[config.mk]
export PLATFORM = sky130hd
export DESIGN_NAME = dec_scan_ctrl
export DESIGN_NICKNAME = d
export VERILOG_FILES = /design/src/rtl/dec_scan_pkg.sv /design/src/rtl/dec_scan_ctrl_next_line.sv /design/src/rtl/dec_scan_ctrl.sv
export SDC_FILE = /design/constraint.sdc
export NUM_CORES = 1
export LEC_CHECK = 0
export CORE_MARGIN = 1
export CORE_UTILIZATION = 40
export DETAILED_ROUTE_END_ITERATION = 8
export HOLD_SLACK_MARGIN = 0.02
export PLACE_DENSITY = 0.63
export SLEW_MARGIN = 20
export SYNTH_ARGS = -nofsm -noshare
export SYNTH_HDL_FRONTEND = slang
export SYNTH_HIERARCHICAL = 1
export SYNTH_SLANG_ARGS = --single-unit
export TNS_END_PERCENT = 1
[constraint.sdc]
create_clock -name clk -period 2.22 [get_ports clk]
set_input_delay 0.555 -clock clk [delete_from_list [all_inputs] [get_ports clk]]
set_output_delay 0.555 -clock clk [all_outputs]
set_load 0.01 [all_outputs]
[src/rtl/dec_scan_pkg.sv]
// dec_scan_pkg: shared types and helpers for the 3-to-8 decoder scan sequencer.
//   state_t      - sequencer FSM states
//   LINES        - number of decoder output lines
//   line_to_sel  - maps a decoder output line index to its select code
package dec_scan_pkg;

    typedef enum logic [1:0] {
        S_IDLE  = 2'd0,
        S_SETUP = 2'd1,
        S_DWELL = 2'd2,
        S_DONE  = 2'd3
    } state_t;

    localparam int LINES = 8;

    // Decoder output d[i] is selected by sel = ~i.
    function automatic logic [2:0] line_to_sel(input logic [2:0] i);
        return ~i;
    endfunction

endpackage

[src/rtl/dec_scan_ctrl_next_line.sv]
// dec_next_line: combinational search for the next enabled decoder line.
//   mask  [7:0] in  - enabled lines, bit i = line i
//   cur   [2:0] in  - current line; search starts strictly above it
//   wrap        in  - when nothing is above cur, fall back to the lowest set bit
//   nxt   [2:0] out - line found (0 when found=0)
//   found       out - a line was found
// Searching with cur=7 and wrap=1 yields the lowest set bit overall, which is
// how the first line of a scan is located.
module dec_next_line
    import dec_scan_pkg::*;
(
    input  logic [7:0] mask,
    input  logic [2:0] cur,
    input  logic       wrap,
    output logic [2:0] nxt,
    output logic       found
);

    always_comb begin
        nxt   = 3'd0;
        found = 1'b0;
        // Descending scan so the lowest qualifying index is the last one kept.
        for (int i = LINES - 1; i >= 0; i--) begin
            if (mask[i] && (3'(i) > cur)) begin
                nxt   = 3'(i);
                found = 1'b1;
            end
        end
        if (!found && wrap) begin
            for (int i = LINES - 1; i >= 0; i--) begin
                if (mask[i]) begin
                    nxt   = 3'(i);
                    found = 1'b1;
                end
            end
        end
    end

endmodule

[src/rtl/dec_scan_ctrl.sv]
// dec_scan_ctrl: scan sequencer driving the en/sel inputs of a 3-to-8 enable
// decoder. On start it walks the enabled lines in ascending order, holding en
// high for DWELL cycles per line, with a one-cycle en-low SETUP slot whenever
// sel changes so the decoder never sees sel move while enabled.
//   clk, rst      - clock, asynchronous active-high reset
//   start         - scan request, sampled in IDLE only
//   abort         - cancel, honoured in any non-IDLE state
//   hold          - freezes the dwell counter
//   cont          - 1 = scan forever, 0 = single pass (sampled with start)
//   mask [7:0]    - enabled lines (sampled with start)
//   en, sel [2:0] - decoder enable/select (registered)
//   cur_line[2:0] - line currently addressed (~sel)
//   busy          - not IDLE
//   done          - one-cycle pulse at the end of a single pass
module dec_scan_ctrl
    import dec_scan_pkg::*;
#(
    parameter int DWELL = 4,
    parameter int CW    = 8
) (
    input  logic       clk,
    input  logic       rst,
    input  logic       start,
    input  logic       abort,
    input  logic       hold,
    input  logic       cont,
    input  logic [7:0] mask,
    output logic       en,
    output logic [2:0] sel,
    output logic [2:0] cur_line,
    output logic       busy,
    output logic       done
);

    localparam logic [CW-1:0] LOAD = CW'(DWELL - 1);

    state_t        state, state_n;
    logic [CW-1:0] cnt, cnt_n;
    logic [2:0]    sel_n;
    logic [7:0]    mask_q, mask_n;
    logic          cont_q, cont_n;

    logic [2:0]    first_line, step_line;
    logic          first_found, step_found;

    // Lowest enabled line of the incoming mask, used on start.
    dec_next_line u_first (
        .mask  (mask),
        .cur   (3'd7),
        .wrap  (1'b1),
        .nxt   (first_line),
        .found (first_found)
    );

    // Next line after the current one within the latched scan.
    dec_next_line u_step (
        .mask  (mask_q),
        .cur   (cur_line),
        .wrap  (cont_q),
        .nxt   (step_line),
        .found (step_found)
    );

    always_ff @(posedge clk or posedge rst) begin
        if (rst) begin
            state  <= S_IDLE;
            cnt    <= '0;
            sel    <= 3'b000;
            en     <= 1'b0;
            mask_q <= 8'h00;
            cont_q <= 1'b0;
        end else begin
            state  <= state_n;
            cnt    <= cnt_n;
            sel    <= sel_n;
            en     <= (state_n == S_DWELL);
            mask_q <= mask_n;
            cont_q <= cont_n;
        end
    end

    always_comb begin
        state_n = state;
        cnt_n   = cnt;
        sel_n   = sel;
        mask_n  = mask_q;
        cont_n  = cont_q;
        unique case (state)
            S_IDLE: begin
                if (start) begin
                    mask_n = mask;
                    cont_n = cont;
                    if (first_found) begin
                        state_n = S_SETUP;
                        sel_n   = line_to_sel(first_line);
                    end else begin
                        state_n = S_DONE;
                    end
                end
            end
            S_SETUP: begin
                if (abort) begin
                    state_n = S_IDLE;
                end else begin
                    state_n = S_DWELL;
                    cnt_n   = LOAD;
                end
            end
            S_DWELL: begin
                // abort outranks both hold and dwell expiry.
                if (abort) begin
                    state_n = S_IDLE;
                end else if (!hold) begin
                    if (cnt == '0) begin
                        if (step_found) begin
                            state_n = S_SETUP;
                            sel_n   = line_to_sel(step_line);
                        end else begin
                            state_n = S_DONE;
                        end
                    end else begin
                        cnt_n = cnt - 1'b1;
                    end
                end
            end
            S_DONE: begin
                state_n = S_IDLE;
            end
            default: state_n = S_IDLE;
        endcase
    end

    assign cur_line = ~sel;
    assign busy     = (state != S_IDLE);
    assign done     = (state == S_DONE);

endmodule

# Word-level counts from Yosys, hierarchy flattened
# Index checks and enable logic that the tools add are counted.
# W data, S select, Z words.
dict set report word_totals {
  ff_bits 23
  input_bits 14
  latch_bits 0
  memories 0
  output_inout_bits 9
  wordCells 118
  ramBits 0
  romBits 0
}
dict set report classes {
  reduce_logical 18
  n_div 0
  order_cmp 8
  mul 0
  n_mux 70
  shift 0
  bitwise_logic 3
  add_sub_neg 1
  n_eq_ne 12
}
# cell n
set ops {}
lappend ops {{$mux W3} 31}
lappend ops {{$mux W8} 4}
lappend ops {{$mux W1} 25}
lappend ops {{$ne A2 B2 Y1 const B} 8}
lappend ops {{$pmux W8 S2} 1}
lappend ops {{$mux W2} 7}
lappend ops {{$gt A3 B3 Y1 const A} 4}
lappend ops {{$logic_and A1 B1 Y1} 9}
lappend ops {{$not A3 Y3} 3}
lappend ops {{$logic_not A8 Y1} 1}
lappend ops {{$pmux W2 S4} 1}
lappend ops {{$sub A8 B1 Y8 const B} 1}
lappend ops {{$reduce_and A7 Y1} 1}
lappend ops {{$eq A2 B2 Y1 const B} 3}
lappend ops {{$gt A1 B3 Y1 const A} 2}
lappend ops {{$gt A2 B3 Y1 const A} 2}
lappend ops {{$pmux W3 S2} 1}
lappend ops {{$reduce_bool A2 Y1} 3}
lappend ops {{$reduce_and A5 Y1} 1}
lappend ops {{$eq A2 B1 Y1 const B} 1}
lappend ops {{$logic_not A2 Y1} 1}
lappend ops {{$reduce_and A2 Y1} 1}
lappend ops {{$logic_not A1 Y1} 1}

# Depth between registers and ports, before layout
# Gate-level depths: netlist of the first run.
dict set report depth {
  depth_word 26
  mapped_depth 10
  mapped_depth_nobuf 9
}

# By module
# Netlist of the first run, hierarchy kept.
# module instances seq_area_each_um2 area_each_um2 cells_each
set modules_own_cells {}
lappend modules_own_cells {dec_scan_ctrl 1 575.6 1138.6 102}
lappend modules_own_cells {dec_next_line 2 0.0 329.1 51}

# Worst setup path after synthesis of the first run
# No wires, ideal clock.
dict set report synth_timing {
  path_type {reg-to-reg}
  start {register cnt[0]}
  end {register state[1]}
  slack_ps 417
  setup_time_ps 126
  synth_period_minus_slack_ps 1803
  required_time_ps 2094
  n_path_buf 0
  path_stages_with_launch 7
  arrival_ps 1676
  path_cell_list {dfrtp_1 inv_1 ha_1 or3b_1 or3_1 nor3b_1 o31ai_1}
}
dict set report synth_via {
  elab_chain_cells 5
}
# item line
set synth_rtl {}
lappend synth_rtl {{from (decl)} dec_scan_ctrl.sv:38} ;# logic [CW-1:0] cnt, cnt_n;
lappend synth_rtl {{from (signal assigned)} dec_scan_ctrl.sv:74} ;# cnt <= cnt_n;
lappend synth_rtl {{$logic_not A8 Y1} dec_scan_ctrl.sv:114} ;# if (cnt == '0) begin
lappend synth_rtl {{$mux W2} dec_scan_ctrl.sv:114}
lappend synth_rtl {{$mux W2} dec_scan_ctrl.sv:113} ;# end else if (!hold) begin
lappend synth_rtl {{$mux W2} dec_scan_ctrl.sv:111} ;# if (abort) begin
lappend synth_rtl {{$pmux W2 S4} dec_scan_ctrl.sv:88} ;# unique case (state)
lappend synth_rtl {{named net state_n[1]} dec_scan_ctrl.sv:37} ;# state_t state, state_n;
lappend synth_rtl {{to (signal assigned)} dec_scan_ctrl.sv:73} ;# state <= state_n;
lappend synth_rtl {{to (decl)} dec_scan_ctrl.sv:37}
# The timed path passes the listed nets, and every way through them passes these cells.
# A chain may end at the register's enable or synchronous reset.

# Final worst setup path of the first run
dict set report layout_timing {
  start {register sel[2]}
  end {output port cur_line[2]}
}
dict set report layout_via {
  elab_chain_cells 1
}
# item line
set layout_rtl {}
lappend layout_rtl {{from (decl)} dec_scan_ctrl.sv:29} ;# output logic [2:0] sel,
lappend layout_rtl {{from (signal assigned)} dec_scan_ctrl.sv:75} ;# sel <= sel_n;
lappend layout_rtl {{$not A3 Y3} dec_scan_ctrl.sv:133} ;# assign cur_line = ~sel;
lappend layout_rtl {{to (decl)} dec_scan_ctrl.sv:30} ;# output logic [2:0] cur_line,
# No other way between the ends.

==> results.yml, run 1 <==
placed_design:
  dp_slack_ns: 0.02333
  hpwlAfterDp_um: 3195
  gp_congestion: 0.8643
  portBuffers: 22
power_and_ir_drop:
  power_density_mw_per_mm2: 844.6
  power.leakage_nw: 0.9874
  peakVddDrop_v: 0.0003613
floorplanning:
  initial_utilization: 0.4155
  ios: 23
  rows: 24
  die_w_um: 69.02
  coreArea_mm2: 0.004324
  dieArea_mm2: 0.004764
  die_h_um: 69.02
worst_setup_path:
  critPathKind: "reg -> out"
  reg2reg_to: "sel[2]"
  r2r_slack_ns: 0.18
  cp.required_ns: 1.66
  end_kind: "primary output"
  worstReg2RegStart: "cnt[0]"
  arrival_ns: 1.55
  startpoint_type: "flip-flop"
  r2r_cells: 6
  crit_path_max_fanout: 11
routing:
  via_per_inst: 5.305
  drc: 0
  routed_wirelength_um: 4108
  firstDrtPassIters: 4
  drtIter0Drc: 145
  postRouteAntennaNets: 0
  post_drt_wl_per_cell_um: 13.34
  vias: 1634
cts:
  cts_resized: 0
  cts_tree: "built"
  clk_pin_slew_ns: 0.09
  htree_levels: 1
  clkLatencyLatePin_ns: 0.27
  clk_path_buf_depth: 2
  post_cts_buffers: 0
  cts.sinks: 23
  postCtsHoldBufs: 0
  root_buffer: "clkbuf_8"
  cts_made_buffers: 3
logic_synthesis:
  synth-seq-cells: 23
  ys_warn_count: 6
  synth_flop_cell: "dfrtp_1"
  netlist_instances: 204
  synthesis.area_mm2: 0.001797
  syn-mean-instance-area_um2: 8.807
  synth_cell_types: 51
  async_flop_share: 1.000
  yosysSeqAreaShare: 0.3203
  synth_edf_count: 0
final_layout:
  n_antenna_cell: 0
  areaGrowthSynthToFinish_pct: 26.18
  mostFrequentLayoutCells: "23 x dfrtp_1, 22 x clkdlybuf4s50_1, 21 x nor2_1, 20 x buf_4, 17 x nand2_1"
  nNetsFinal: 272
  layout_commonest_cell: "dfrtp_1"
  drive_gt1_frac: 0.2148
min_path:
  min_path_type: "reg -> reg"
  hp-start: "mask_q[0]"
  hold_end: "mask_q[0]"
  holdPathStages: 1
global_route:
  grt.total_usage: 0.1850
  grt_pass1_wl_um: 7327
  grt_max_degree: 24
  overflow: 0
  first_global_vias: 1604
  antenna_found_initial: 0
timing:
  layout_min_cycle_time_ns: 2.103
  rsz0062_at_grt: "no"
  slew_violations: 0
  fin_tns_setup_ns: 0
  hold_viol_final: 0
  skew_ns: 0.002460
  fmax_ghz: 0.4754
  setup_viol: 0
  min_period_over_period: 0.9475
  fin_ws_ns: 0.1166
status:
  status: "complete, no violations"
flow_run:
  maxCapViolations: 0
[routing by layer]
metal | vias to the layer above | GRT usage | share of wire
li1 | 832 | - | -
met1 | 773 | 0.2512 | 0.47
met2 | 26 | 0.3172 | 0.49
met3 | 3 | 0.02778 | 0.031
met4 | 0 | 0.02721 | 0.0034
met5 | - | 0 | 0
[power breakdown]
group	internal, W	switching [W]	leakage (nW)
logic	0.000507	0.000513	0.685
clock network	0.000127	0.000143	0.0217
registers	0.000519	0.000106	0.281
total	0.00115	0.000761	0.987
[cell type report]
type | count | area (µm²)
Fill cell | 403 | 2057
Clock buffer | 3 | 41.29
Sequential cell | 23 | 575.6
Inverter | 16 | 60.06
Clock inverter | 1 | 7.507
Timing Repair Buffer | 42 | 370.4
Tap cell | 52 | 65.06
Multi-Input combinational cell | 171 | 1147
[worst max-delay path, cell delays in order, from the launching register on]
cell,delay [ns]
dfrtp_1,0.38
inv_1,0.29
clkdlybuf4s50_1,0.61
[sequential cells by signal (all words and copies together) (netlist names)]
name,cells
cont_q,1
mask_q,8
en,1
state,2
cnt,8
sel,3
[cell usage after synthesis (all sizes together) (2+ instances only)]
cell	instances	area share
dfrtp	23	0.32
nor2	23	0.051
a21oi	18	0.054
nand2	17	0.036
inv	16	0.033
nand2b	10	0.038
mux2	9	0.056
o21ai	7	0.019
buf	6	0.031
nor3	6	0.025
o32ai	6	0.046
nor2b	5	0.017
o31ai	5	0.021
a31oi	4	0.021
mux2i	4	0.022
o21bai	4	0.017
xor2	4	0.019
nand4	3	0.010
or2	3	0.010
a2bb2oi	2	0.0098
a31o	2	0.0098
a32oi	2	0.0098
nand3	2	0.0056
nand4b	2	0.0098
nor4	2	0.0070
or3	2	0.0070
or4	2	0.0084
[metrics by stage]
stage	util	total power [W]	hold WS, ns	cells	instance area, µm²
after CTS	0.5243	0.001920	0.5474	308	2267
after global routing	0.5243	0.002073	0.5585	308	2267
final	0.5243	0.001915	0.5420	308	2267
after floorplan	-	0.001334	0.4951	217	1846
after detailed placement	0.5130	0.001645	0.5274	304	2218
after global placement	0.5130	0.001644	0.5197	304	2218
[worst max-delay path by stage]
stage	from	end	slack [ns]	cells after the start
3_5_place_dp	abort	cnt[4]	0.02	5
6_report	sel[2]	cur_line[2]	0.12	2
5_1_grt	cnt[0]	sel[2]	0.02	6
4_1_cts	state[0]	busy	0.10	2
2_1_floorplan	cnt[0]	state[1]	0.42	6
3_3_place_gp	abort	cnt[7]	0.07	5
[kinds of logic (layout without fill, tap and decap cells)]
family / count (synthesis) / in the layout / synth area share
fa+ha+maj: 1 / 1 / 0.006963
simple gates: 81 / 81 / 0.2507
flops: 23 / 23 / 0.3203
other cells: 1 / 14 / 0.002087
compound gates: 58 / 58 / 0.2535
mux: 13 / 13 / 0.07869
xor+xnor: 4 / 4 / 0.01950
buf+inv: 23 / 62 / 0.06825
Note: power is estimated with default switching activity, not from simulation.
==> run 2, diff against run 1 <==
- CTS_CLUSTER_SIZE: default -> 24
- GPL_ROUTABILITY_DRIVEN: default -> 0
==> results of run 2 <==
No change in the layout: final DEF, timing and power equal those of run 1.
==> run 3, diff against run 2 <==
- CORE_MARGIN: 1 -> default
==> results of run 3 <==
No change in the layout: final DEF, timing and power equal those of run 1.
